==> src/rtl/mc_control_fsm.sv <==
// mc_control_fsm -- registered multi-cycle controller for the multi-period MIPS core.
//
// Sequences IF/ID/EX/MEM/WB per opcode with instruction/data memory ready
// handshakes, a multi-cycle EX stage, a global stall, a wait-state timeout
// into a sticky error state and a retired-instruction counter.
//
// Ports:
//   clk, rst_n        core clock (rising edge), asynchronous active-low reset
//   opcode[5:0]       current IR opcode
//   ex_multi          current instruction needs EX_LAT EX cycles
//   stall             global hold (state and counters freeze, strobes drop)
//   imem_ready        instruction memory data valid
//   dmem_ready        data memory access complete
//   state[2:0]        IF=0, ID=1, EX=2, MEM=3, WB=4, ERR=7
//   imem_req, ir_we, regfile_read, jump_we, branch_we, ex_busy,
//   dmem_req, dmem_we, regfile_write, illegal_op   datapath controls
//   instr_done        one-cycle pulse in the first IF cycle after retirement
//   retired[31:0]     retired-instruction count (wraps)
//   err               sticky wait-state timeout error
module mc_control_fsm #(
    parameter int EX_LAT  = 4,
    parameter int TIMEOUT = 16,
    parameter int CNT_W   = 5
) (
    input  logic        clk,
    input  logic        rst_n,
    input  logic [5:0]  opcode,
    input  logic        ex_multi,
    input  logic        stall,
    input  logic        imem_ready,
    input  logic        dmem_ready,
    output logic [2:0]  state,
    output logic        imem_req,
    output logic        ir_we,
    output logic        regfile_read,
    output logic        jump_we,
    output logic        branch_we,
    output logic        ex_busy,
    output logic        dmem_req,
    output logic        dmem_we,
    output logic        regfile_write,
    output logic        illegal_op,
    output logic        instr_done,
    output logic [31:0] retired,
    output logic        err
);

    localparam logic [2:0] S_IF  = 3'd0;
    localparam logic [2:0] S_ID  = 3'd1;
    localparam logic [2:0] S_EX  = 3'd2;
    localparam logic [2:0] S_MEM = 3'd3;
    localparam logic [2:0] S_WB  = 3'd4;
    localparam logic [2:0] S_ERR = 3'd7;

    localparam logic [5:0] OP_RTYPE = 6'h00;
    localparam logic [5:0] OP_J     = 6'h02;
    localparam logic [5:0] OP_BEQ   = 6'h04;
    localparam logic [5:0] OP_ADDI  = 6'h08;
    localparam logic [5:0] OP_ORI   = 6'h0D;
    localparam logic [5:0] OP_LW    = 6'h23;
    localparam logic [5:0] OP_SW    = 6'h2B;

    localparam logic [CNT_W-1:0] CNT_ZERO    = {CNT_W{1'b0}};
    localparam logic [CNT_W-1:0] EX_LOAD     = CNT_W'(EX_LAT - 1);
    localparam logic [CNT_W:0]   TIMEOUT_LIM = (CNT_W + 1)'(TIMEOUT);
    localparam logic             TIMEOUT_EN  = (TIMEOUT > 0);

    logic [2:0]       state_r;
    logic [2:0]       next_state_s;
    logic [CNT_W-1:0] ex_cnt_r;
    logic [CNT_W-1:0] wait_cnt_r;
    logic [CNT_W:0]   wait_inc_s;
    logic             run_r;
    logic             err_r;
    logic             instr_done_r;
    logic [31:0]      retired_r;
    logic             active_s;
    logic             waiting_s;
    logic             timeout_hit_s;
    logic             ex_load_s;
    logic             retire_s;
    logic             is_alu_s;
    logic             is_mem_s;
    logic             is_supported_s;
    logic             imem_req_s;
    logic             ir_we_s;
    logic             regfile_read_s;
    logic             jump_we_s;
    logic             branch_we_s;
    logic             ex_busy_s;
    logic             dmem_req_s;
    logic             dmem_we_s;
    logic             regfile_write_s;
    logic             illegal_op_s;

    // Opcode classification and wait-state timeout detection.
    always_comb begin
        is_alu_s       = (opcode == OP_RTYPE) || (opcode == OP_ADDI) || (opcode == OP_ORI);
        is_mem_s       = (opcode == OP_LW) || (opcode == OP_SW);
        is_supported_s = is_alu_s || is_mem_s || (opcode == OP_BEQ) || (opcode == OP_J);
        // run_r is low only until the first edge after reset, so nothing
        // advances or strobes while the controller is still coming out of reset.
        active_s       = run_r & ~stall;
        waiting_s      = ((state_r == S_IF) & ~imem_ready) | ((state_r == S_MEM) & ~dmem_ready);
        wait_inc_s     = {1'b0, wait_cnt_r} + {{CNT_W{1'b0}}, 1'b1};
        timeout_hit_s  = TIMEOUT_EN & active_s & waiting_s & (wait_inc_s == TIMEOUT_LIM);
    end

    // Next-state and output decode from the registered state.
    always_comb begin
        next_state_s    = state_r;
        ex_load_s       = 1'b0;
        retire_s        = 1'b0;
        imem_req_s      = 1'b0;
        ir_we_s         = 1'b0;
        regfile_read_s  = 1'b0;
        jump_we_s       = 1'b0;
        branch_we_s     = 1'b0;
        ex_busy_s       = 1'b0;
        dmem_req_s      = 1'b0;
        dmem_we_s       = 1'b0;
        regfile_write_s = 1'b0;
        illegal_op_s    = 1'b0;
        case (state_r)
            S_IF: begin
                imem_req_s = run_r;
                if (timeout_hit_s) begin
                    next_state_s = S_ERR;
                end else if (active_s && imem_ready) begin
                    ir_we_s      = 1'b1;
                    next_state_s = S_ID;
                end else begin
                    next_state_s = S_IF;
                end
            end
            S_ID: begin
                regfile_read_s = 1'b1;
                if (!active_s) begin
                    next_state_s = S_ID;
                end else if (opcode == OP_J) begin
                    jump_we_s    = 1'b1;
                    retire_s     = 1'b1;
                    next_state_s = S_IF;
                end else if (!is_supported_s) begin
                    illegal_op_s = 1'b1;
                    next_state_s = S_IF;
                end else begin
                    ex_load_s    = 1'b1;
                    next_state_s = S_EX;
                end
            end
            S_EX: begin
                ex_busy_s = (ex_cnt_r != CNT_ZERO);
                if (!active_s || (ex_cnt_r != CNT_ZERO)) begin
                    next_state_s = S_EX;
                end else if (is_alu_s) begin
                    next_state_s = S_WB;
                end else if (is_mem_s) begin
                    next_state_s = S_MEM;
                end else if (opcode == OP_BEQ) begin
                    branch_we_s  = 1'b1;
                    retire_s     = 1'b1;
                    next_state_s = S_IF;
                end else begin
                    next_state_s = S_IF;
                end
            end
            S_MEM: begin
                dmem_req_s = 1'b1;
                dmem_we_s  = (opcode == OP_SW);
                if (timeout_hit_s) begin
                    next_state_s = S_ERR;
                end else if (active_s && dmem_ready) begin
                    if (opcode == OP_LW) begin
                        next_state_s = S_WB;
                    end else begin
                        retire_s     = 1'b1;
                        next_state_s = S_IF;
                    end
                end else begin
                    next_state_s = S_MEM;
                end
            end
            S_WB: begin
                if (active_s) begin
                    regfile_write_s = 1'b1;
                    retire_s        = 1'b1;
                    next_state_s    = S_IF;
                end else begin
                    next_state_s = S_WB;
                end
            end
            S_ERR: begin
                next_state_s = S_ERR;
            end
            default: begin
                // Unreachable encodings are treated as a fault.
                next_state_s = S_ERR;
            end
        endcase
    end

    // State register and the post-reset run flag.
    always_ff @(posedge clk or negedge rst_n) begin
        if (!rst_n) begin
            state_r <= S_IF;
            run_r   <= 1'b0;
        end else begin
            state_r <= next_state_s;
            run_r   <= 1'b1;
        end
    end

    // EX latency counter: loaded on ID->EX, counts down while in EX.
    always_ff @(posedge clk or negedge rst_n) begin
        if (!rst_n) begin
            ex_cnt_r <= CNT_ZERO;
        end else if (active_s && ex_load_s) begin
            ex_cnt_r <= ex_multi ? EX_LOAD : CNT_ZERO;
        end else if (active_s && (state_r == S_EX) && (ex_cnt_r != CNT_ZERO)) begin
            ex_cnt_r <= ex_cnt_r - CNT_W'(1);
        end else begin
            ex_cnt_r <= ex_cnt_r;
        end
    end

    // Consecutive not-ready counter for IF/MEM; cleared on ready or state change.
    always_ff @(posedge clk or negedge rst_n) begin
        if (!rst_n) begin
            wait_cnt_r <= CNT_ZERO;
        end else if (!active_s) begin
            wait_cnt_r <= wait_cnt_r;
        end else if (next_state_s != state_r) begin
            wait_cnt_r <= CNT_ZERO;
        end else if (waiting_s) begin
            wait_cnt_r <= wait_inc_s[CNT_W-1:0];
        end else begin
            wait_cnt_r <= CNT_ZERO;
        end
    end

    // Retirement pulse and counter; sticky error flag.
    always_ff @(posedge clk or negedge rst_n) begin
        if (!rst_n) begin
            instr_done_r <= 1'b0;
            retired_r    <= 32'd0;
            err_r        <= 1'b0;
        end else begin
            instr_done_r <= retire_s;
            if (retire_s) begin
                retired_r <= retired_r + 32'd1;
            end else begin
                retired_r <= retired_r;
            end
            if (next_state_s == S_ERR) begin
                err_r <= 1'b1;
            end else begin
                err_r <= err_r;
            end
        end
    end

    assign state         = state_r;
    assign imem_req      = imem_req_s;
    assign ir_we         = ir_we_s;
    assign regfile_read  = regfile_read_s;
    assign jump_we       = jump_we_s;
    assign branch_we     = branch_we_s;
    assign ex_busy       = ex_busy_s;
    assign dmem_req      = dmem_req_s;
    assign dmem_we       = dmem_we_s;
    assign regfile_write = regfile_write_s;
    assign illegal_op    = illegal_op_s;
    assign instr_done    = instr_done_r;
    assign retired       = retired_r;
    assign err           = err_r;

endmodule

==> config.mk <==
export PLATFORM = sky130hd
export DESIGN_NAME = mc_control_fsm
export DESIGN_NICKNAME = d
export VERILOG_FILES = /design/src/rtl/mc_control_fsm.sv
export SDC_FILE = /design/constraint.sdc
export NUM_CORES = 1
export LEC_CHECK = 0
export CAP_MARGIN = 25
export CORE_MARGIN = 8
export CORE_UTILIZATION = 49
export CTS_CLUSTER_DIAMETER = 100
export CTS_CLUSTER_SIZE = 10
export DETAILED_ROUTE_END_ITERATION = 8
export GPL_TIMING_DRIVEN = 0
export PLACE_DENSITY_LB_ADDON = 0.3
export SYNTH_ARGS = -nofsm -noshare
export SYNTH_HDL_FRONTEND = slang
export SYNTH_SLANG_ARGS = --single-unit
==> constraint.sdc <==
create_clock -name clk -period 2.1 [get_ports clk]
set_input_delay 0.42 -clock clk [delete_from_list [all_inputs] [get_ports clk]]
set_output_delay 0.42 -clock clk [all_outputs]
set_load 0.03 [all_outputs]
Yosys cells after proc, flatten, opt, wreduce, memory -nomap -nowiden
Cells that the tools add are included.

cells by class
  $add $sub $neg = 3
  multiply operators = 0
  div/mod/pow operators = 0
  order comparisons = 0
  eq/ne operators = 13
  shift operators = 0
  muxes and demuxes = 48
  bitwise gates (word level) = 9
  reductions and logical operators = 17

operator list
  cell                                              number
  adder 32 x 1 -> 32 bit, second input constant     1
  two-way mux 1 bit                                 30
  two-way mux 3 bit                                 7
  two-way mux 5 bit                                 4
  one-hot mux 3 bit (5 select lines)                1
  == test 6 x 4 -> 1 bit, second input constant     2
  == test 6 bit, second input constant              2
  two-way mux 2 bit                                 5
  logical OR 1 bit                                  7
  adder 5 x 1 -> 6 bit, second input constant       1
  == test 3 x 2 -> 1 bit, second input constant     2
  == test 3 bit, second input constant              2
  == test 6 x 2 -> 1 bit, second input constant     1
  == test 6 x 3 -> 1 bit, second input constant     1
  == test 6 x 5 -> 1 bit, second input constant     1
  logical NOT 6 bit                                 1
  bitwise AND 1 bit                                 5
  logical AND 1 bit                                 5
  nonzero test 5 bit                                1
  subtractor 5 x 1 -> 5 bit, second input constant  1
  one-hot mux 1 bit (4 select lines)                1
  == test 3 x 1 -> 1 bit, second input constant     1
  logical NOT 3 bit                                 1
  inequality test 3 bit                             1
  other kinds (4)                                   6

word-level totals
  register bits = 48
  latch bits = 0
  memory bits (writable) = 0
  bits in read-only memories = 0
  input bits = 12
  output and inout port bits = 47
  memories = 0

Depth between registers and ports, before layout
Gate-level depths: netlist (run 1).

  depth after elaboration = 12
  depth in mapped cells = 9
  gate-level depth less buffers = 8

Worst setup path before layout (run 1)
No wires, ideal clock.

  kind = register to register
  start point = register state_r[0], in the netlist state[0]
  end point = register retired_r[13], in the netlist retired[13]
  library setup time = 0.080 ns
  data arrival time = 2.253 ns
  required time = 2.020 ns
  slack = -0.234 ns
  stages on the path, launching flop included = 7
  clock period less this slack = 2.334 ns
  cells stage by stage = dfrtp_1 -> nor3b_2 -> and4_2 -> nor4_4 -> buf_6 -> nor4b_4 -> xor2_1

on the way
  longest elaborated chain between the ends = 7

ends and longest elaborated chain
  element                                                             RTL line  source
  start: declaration                                                  68        logic [2:0] state_r;
  start signal: assignment                                            209       state_r <= next_state_s;
  == test 3 x 2 -> 1 bit / logical NOT 3 bit (equally long branches)  104, 124
  bitwise AND 1 bit                                                   104       waiting_s = ((state_r == S_IF) & ~imem_ready) | ((state_r == S_MEM) & ~dmem_ready);
  OR 1 bit                                                            104
  bitwise AND 1 bit (2 in a row)                                      106       timeout_hit_s = TIMEOUT_EN & active_s & waiting_s & (wait_inc_s == TIMEOUT_LIM);
  two-way mux 1 bit                                                   171       if (timeout_hit_s) begin
  one-hot mux 1 bit (4 select lines) (*)                              124       case (state_r)
  end signal: assignment                                              251       retired_r <= retired_r + 32'd1;
  end signal: assignment                                              253       retired_r <= retired_r;
  end: declaration                                                    76        logic [31:0] retired_r;

Every way passes the cells marked *; elsewhere a longest branch is shown, timed or not.
A chain may end at the register's enable or synchronous reset.

Final worst setup path (run 1)
  start point = register state_r[2], in the netlist state[2]
  end point = output ex_busy

on the way
  longest elaborated chain between the ends = 2

ends and longest elaborated chain
  element                 RTL line  source
  == test 3 x 2 -> 1 bit  124
  two-way mux 1 bit       124
  end: declaration        38        output logic ex_busy,

Every way passes these cells.

==> run summary, run 1 <==
Outcome: complete, no violations
Share of layout cells above drive strength 1: 18.36%
Clock Sinks: 48
Leakage: 1.714 nW
GR Util All Layers: 16.78%
Layout-stage area growth over the synthesis result: 31.13%
Reg area: 1204 um^2
Unrepaired setup endpoints after global routing: true
X dimension of the die: 91.56 um
Die boundary height: 91.56 um
Prevailing post-synth register cell: dfrtp_1
Via count of the first global-routing pass: 2,455
Standard-cell row count: 27
Data arrival at the endpoint of the critical path: 1.61 ns
Count of final max-slew check failures: 0
Insertion delay of the later-clocked pin in the worst-skew pair: 0.30 ns
Number of cells traversed by the worst register-to-register path: 6
Final std cells w/o fill: 426
Fillers: 440
Sum of buffers and inverters on the critical path: 2
Transition time of the tightest slew-check pin: 0.5268 ns
Launch point of the worst reg-to-reg path: state[2]$_DFF_PN0_
Detailed-route wire length: 6943 um
Placed wire-length estimate: 5090 um
Startpoint of the most critical setup path: state[2]$_DFF_PN0_
Post-Syn Area: 2798 um^2
Critical path endpoint: ex_busy
Core Area: 5507 um^2
Final #Nets: 371
Synth top area cells: dfrtp_1, xor2_1, xnor2_1
Worst slew margin relative to its limit: 64.88%
Crit-path slowest cell: or3b_4
I/O pin count: 59
Final global-route overflow total: 0
Wire length of the first global-routing pass: 11,760 um
TritonRoute pass-1 iters: 4
Yosys warnings: 0
Seq/Total Area, Yosys: 42.93%
Slowest stage delay, CP: 0.42 ns
Worst Setup Start Kind: flip-flop
Maximum number of pins on one net before global-route repair: 34
Leading area contributor after synthesis: dfrtp_1
WL per Instance: 16.30 um
Cts bufs inserted: 5
Critical Path Sink Type: output pin
Clock skew: 0.008560 ns
Kind of cell with the highest combined delay on the critical path: simple AND/OR/NAND/NOR gates
Remaining routing DRC violations: 0
Final critical path time including I/O delays and setup: 2.031 ns
Max Fanout on Critical Path: 10
Post-Route Setup TNS: 0 ns
Initial Util: 50.81%
Max-cap violations: 0
Die footprint: 8383 um^2
# H-tree levels: 2
Capture instance of the worst register-to-register path: ex_cnt_r[3]$_DFFE_PN0P_
Antenna violations before repair: 0
Routed via count divided by cell count: 5.594
Port-buffer cells: 58
TritonCTS clock tree: built
Final estimated routing congestion in global placement: 0.8850
Total via count after detailed routing: 2,383
Max Buffers Root-to-Sink: 2
Placed Instances: 411
Worst hold path type: primary input to async pin
Required arrival time at the worst endpoint: 1.68 ns
Final Setup Violations: 0
Post-synth net total: 297
Post-layout utilization of the core: 66.62%
Number of diodes: 0
Residual antenna-violating net count after detailed routing: 0
Worst vdd rail ir drop: 0.4894 mV
Post-synth ARST share: 100.0%
Yosys reg bits: 48
Overall power: 2.495 mW
Root Buffer Master: clkbuf_8
Number of unique standard cell types used by synthesis: 47
Power density over cell area: 680.1 nW/um^2
Clock transition at the registers of the reported paths: 0.08 ns
Critical path depth: 4
Setup slack of the worst register-to-register path: 0.13 ns
Endpoints failing hold: 0
Synthesized area divided by synthesized cell count: 9.992 um^2
Number of cells produced by synthesis: 280
Portion of the clock cycle consumed by the worst path in the final layout: 96.73%
Combined area of the multi-input logic cells: 1554 um^2
Iteration-0 DRC count of the detailed router: 74
Maximum frequency from static timing analysis: 492.3 MHz
Worst hold-check slack: 0.04986 ns
Crit Path Category: flip-flop to output pin
Post-synth top area share: 42.93%
Cell-by-cell trace of the critical path: clkbuf_4, or3b_4, nor2_1, buf_4
Number of synthesized flops with an enable pin: 0
[worst min path at each step]
| stage | startpoint | to | cells past startpoint | slack [ns] |
|---|---|---|---|---|
| after global placement | retired[31]$_DFFE_PN0P_ | retired[31]$_DFFE_PN0P_ | 1 | 0.46 |
| final | rst_n | retired[23]$_DFFE_PN0P_ | 1 | 0.05 |
| after floorplan | rst_n | err$_DFFE_PN0N_ | 0 | 0.12 |
| after CTS | rst_n | retired[23]$_DFFE_PN0P_ | 1 | 0.05 |
| after detailed placement | rst_n | ex_cnt_r[2]$_DFFE_PN0P_ | 1 | 0.38 |
| after global routing | rst_n | retired[24]$_DFFE_PN0P_ | 1 | 0.07 |
[report_power, final]
part	internal [mW]	switching (mW)	leakage, nW
registers	1.01	0.116	0.644
clock network	0.293	0.284	0.0503
logic	0.359	0.427	1.02
total	1.67	0.828	1.71
[what timing repair did]
item | CTS | global route
gates resized for setup | 56 | 13
buffers inserted | 4 | 4
endpoints found under the hold margin | 0 | 0
pin swaps | 3 | 2
hold buffers | 0 | 0
setup endpoints to repair | 35 | 34
[flip-flops by register name, summed over array words and instances, names as in the netlist]
register	count
ex_cnt_r	5
retired	32
err	1
run_r	1
state	3
wait_cnt_r	5
instr_done	1
[Yosys cell counts, types with 2 or more instances]
master and n:
a31oi_1 2, nor4b_1 4, nand3b_1 2, nand4b_1 3, xnor2_1 16, o21ai_0 14
nor4bb_1 2, nor4_1 2, nor3_2 2, dfrtp_1 48, nor2b_1 2, nand3_1 18
nor4b_4 3, nor2_1 16, xor2_1 20, mux2_2 2, buf_2 4, nand2b_1 4
nand4_1 16, inv_1 5, nor3_1 16, nand2_1 25, and2_1 3, and3_1 9
and3b_2 2, ha_1 5, a21oi_1 6, clkbuf_1 6, buf_6 2, nor4_4 4
[kinds of logic (layout without fill, tap and decap cells)]
family,count (synthesis),in the layout,share of synthesized area [%]
buffers and inverters,18,92,3.130
XOR/XNOR,36,36,11.27
AND/OR/NAND/NOR,143,143,33.72
AO/OA/AOI/OAI,27,27,5.769
flip-flops,48,48,42.93
other,1,1,0.1340
adder cells (fa/ha/maj),5,5,2.236
multiplexers,2,2,0.8050
[placed cells by master (no fill, tap or decap), types with 9 or more instances in the layout]
cell             Yosys  final
buf_4                0     11
nand4_1             16     16
nor3_1              16     16
nand3_1             18     18
o21ai_0             14     13
and3_1               9      9
nor2_1              16     15
xnor2_1             16     16
clkdlybuf4s50_1      0     40
xor2_1              20     20
dfrtp_1             48     46
nand2_1             25     25
[per-stage QoR]
step | cell area [um^2] | worst slack (ns)
after floorplan | 2820 | 0.03072
after global placement | 3491 | -0.9397
after detailed placement | 3506 | -0.6588
after CTS | 3627 | -0.003186
after global routing | 3669 | -0.01159
final | 3669 | 0.06864
[routing by layer]
layer / up-vias / routed length [um] / track usage, % / part of all wire [%]
met5: - / 0 / 0 / 0
li1: 1153 / - / - / -
met2: 66 / 3376 / 27.91 / 49
met4: 0 / 129 / 6.548 / 1.9
met1: 1151 / 3038 / 19.81 / 44
met3: 13 / 398 / 5.021 / 5.7
[worst reg2reg max path, stage by stage, from the launching register on]
cell and delay, ns:
dfrtp_1 0.40, clkbuf_4 0.19, or3b_4 0.42, nor3_2 0.30, nor4b_4 0.31, xnor2_1 0.17, nor2_1 0.06
[area by class of cell]
class	count	share of cell area (%)
multi-input combinational	214	42.36
clock buffer	7	2.626
inverter	6	0.6139
timing repair buffer	67	16.88
tap	72	2.456
sequential	48	32.81
buffer	12	2.251
Power figures use the tool's default switching activity.
==> inputs of run 2 (changes only) <==
--- a/config.mk
+++ b/config.mk
@@ -12,7 +12,7 @@
 export CTS_CLUSTER_SIZE = 10
 export DETAILED_ROUTE_END_ITERATION = 8
 export GPL_TIMING_DRIVEN = 0
-export PLACE_DENSITY_LB_ADDON = 0.3
+export PLACE_DENSITY = 0.81
 export SYNTH_ARGS = -nofsm -noshare
 export SYNTH_HDL_FRONTEND = slang
 export SYNTH_SLANG_ARGS = --single-unit
==> run summary, run 2 (same netlist as run 1, synthesis figures left out) <==
Maximum frequency from static timing analysis: 487.2 MHz (-1.0%)
Wire length of the first global-routing pass: 11,590 um (-1.5%)
GR Util All Layers: 16.46% (-0.32 points)
End point of the most critical hold path: retired[31]$_DFFE_PN0P_
Launch point of the worst reg-to-reg path: retired[4]$_DFFE_PN0P_
Insertion delay of the later-clocked pin in the worst-skew pair: 0.30 ns (about the same)
Number of flip-flops in the largest register: 32 (unchanged)
Min setup slack post-route: 0.04763 ns (-0.02102 ns)
Seq pwr share: 45.2% (about the same)
Max Buffers Root-to-Sink: 2 (unchanged)
X dimension of the die: 91.56 um (unchanged)
Die footprint: 8383 um^2 (unchanged)
Detailed-route wire length: 6684 um (-3.7%)
Clock skew: 0.009524 ns (+0.0009635 ns)
Remaining routing DRC violations: 0 (unchanged)
Final critical path time including I/O delays and setup: 2.052 ns (+0.02102 ns)
Fillers: 446 (+1.4%)
Iteration-0 DRC count of the detailed router: 100 (+35%)
Final Setup Violations: 0 (unchanged)
Max-cap violations: 0 (unchanged)
Max Fanout on Critical Path: 3 (-7)
Outcome: complete, no violations
Die boundary height: 91.56 um (unchanged)
Worst Setup Start Kind: flip-flop
WL per Instance: 15.58 um (-4.4%)
Worst vdd rail ir drop: 0.4923 mV (+0.58%)
TritonRoute pass-1 iters: 4 (unchanged)
# H-tree levels: 2 (unchanged)
Power density over cell area: 677.3 nW/um^2 (-0.41%)
Sum of buffers and inverters on the critical path: 2 (unchanged)
Worst slew margin relative to its limit: 65.83% (+0.95 points)
Unrepaired setup endpoints after global routing: true
Clock transition at the registers of the reported paths: 0.09 ns (about the same)
Root Buffer Master: clkbuf_8
Via count of the first global-routing pass: 2,424 (-1.3%)
Cts bufs inserted: 5 (unchanged)
Crit Path Category: flip-flop to output pin
Required arrival time at the worst endpoint: 1.68 ns (about the same)
Kind of cell with the highest combined delay on the critical path: simple AND/OR/NAND/NOR gates
Worst hold path type: flip-flop to flip-flop
Post-Route Setup TNS: 0 ns (unchanged)
Setup slack of the worst register-to-register path: 0.15 ns (+0.02 ns)
Clock Sinks: 48 (unchanged)
Combinational share of power: 31.6% (about the same)
TritonCTS clock tree: built
Critical path depth: 5 (+1)
I/O pin count: 59 (unchanged)
Slowest stage delay, CP: 0.40 ns (-0.02 ns)
Final global-route overflow total: 0 (unchanged)
Standard-cell row count: 27 (unchanged)
Capture instance of the worst register-to-register path: retired[29]$_DFFE_PN0P_
Endpoints failing hold: 0 (unchanged)
Maximum number of pins on one net before global-route repair: 42 (+24%)
Placed wire-length estimate: 5048 um (-0.83%)
Total via count after detailed routing: 2,359 (-1.0%)
Routed via count divided by cell count: 5.499 (-1.7%)
Placed Instances: 411 (unchanged)
Number of diodes: 0 (unchanged)
Internal power contribution: 1.647 mW (-1.2%)
Crit-path slowest cell: dfrtp_1
Clock power share: 23.3% (about the same)
Net Switching: 0.8484 mW (+2.4%)
Port-buffer cells: 58 (unchanged)
Count of final max-slew check failures: 0 (unchanged)
Antenna violations before repair: 0 (unchanged)
Final std cells w/o fill: 429 (+0.70%)
Most frequent standard cell in the layout excluding fill and tap cells: dfrtp_1
Final estimated routing congestion in global placement: 0.8156 (-7.8%)
Initial Util: 50.81% (unchanged)
Portion of the clock cycle consumed by the worst path in the final layout: 97.73% (+1.0 points)
Transition time of the tightest slew-check pin: 0.5125 ns (-0.01432 ns)
Cell-by-cell trace of the critical path: inv_2, ha_1, nor4b_4, and4_4, buf_6
Residual antenna-violating net count after detailed routing: 0 (unchanged)
WHS Path Cells: 1
Switching share of total power: 33.99% (+0.80 points)
Critical Path Sink Type: output pin
Data arrival at the endpoint of the critical path: 1.63 ns (+0.02 ns)
Commonest cells after routing, fill and taps aside: dfrtp_1, clkdlybuf4s50_1, nand2_1, xor2_1, nand3_1
Leakage: 1.720 nW (+0.30%)
Final #Nets: 373 (+0.54%)
Core Area: 5507 um^2 (unchanged)
Share of layout cells above drive strength 1: 18.49% (+0.13 points)
Layout-stage area growth over the synthesis result: 31.71%
Placement Setup Slack: -0.7005 ns (-0.04168 ns)
Number of cells traversed by the worst register-to-register path: 5 (-1)
Worst Min Path Start: retired[31]$_DFFE_PN0P_
## run 2: area by class of cell
cell class / count / area [um^2] / area share (%)
sequential: 48 / 1204 / 32.67
buffer: 12 / 76.32 / 2.071
timing repair buffer: 69 / 634.4 / 17.22
clock buffer: 6 / 82.58 / 2.241
multi-input combinational: 214 / 1562 / 42.38
clock inverter: 2 / 13.76 / 0.3735
inverter: 6 / 22.52 / 0.6112
tap: 72 / 90.09 / 2.445
## run 2: per-layer routing
metal | global-route usage (%) | part of all wire (%) | vias up
li1 | - | - | 1166
met1 | 20.72 | 44 | 1122
met2 | 27.61 | 50 | 64
met3 | 2.798 | 4.5 | 7
met4 | 5.866 | 1.2 | 0
met5 | 0 | 0 | -
## run 2: what timing repair did
action                                 CTS  global route
setup endpoints to repair               35            22
endpoints found under the hold margin    7             0
hold buffers                             1             0
gates resized for setup                 51            16
buffers inserted                         4             5
pin swaps                                2             3
cloned                                   0             0
## run 2: per-stage QoR
step	utilization (%)	cell area (um^2)	hold slack (ns)	total power, mW
global route	66.92	3685	0.5155	2.628
floorplan	-	2820	0.1244	1.612
detailed placement	63.67	3506	0.2991	1.866
finish	66.92	3685	0.4804	2.496
CTS	65.85	3626	0.4853	2.469
global placement	63.39	3491	0.4553	1.844
## run 2: how the worst max path moves through the flow
stage                       startpoint                      end
2_1_floorplan       state[2]$_DFF_PN0_  retired[25]$_DFFE_PN0P_
3_3_place_gp                     rst_n       state[0]$_DFF_PN0_
3_5_place_dp                 opcode[1]                  jump_we
4_1_cts             state[2]$_DFF_PN0_                branch_we
5_1_grt                      opcode[1]               illegal_op
6_report       ex_cnt_r[0]$_DFFE_PN0P_                branch_we
## run 2: power by group through the flow
| stage | Sequential, mW | Clock, mW | Combinational [mW] |
|---|---|---|---|
| finish | 1.13 | 0.581 | 0.788 |
| global route | 1.14 | 0.626 | 0.864 |
| CTS | 1.13 | 0.593 | 0.741 |
| detailed placement | 1.16 | 0 | 0.703 |
| global placement | 1.16 | 0 | 0.684 |
| floorplan | 1.20 | 0 | 0.416 |
## run 2: worst register-to-register path, cell delays in order (launching register included)
cell and delay [ns]:
dfrtp_1 0.49, nand4_2 0.26, nor3_4 0.37, nand3_1 0.28
nor3_1 0.30, xor2_1 0.17
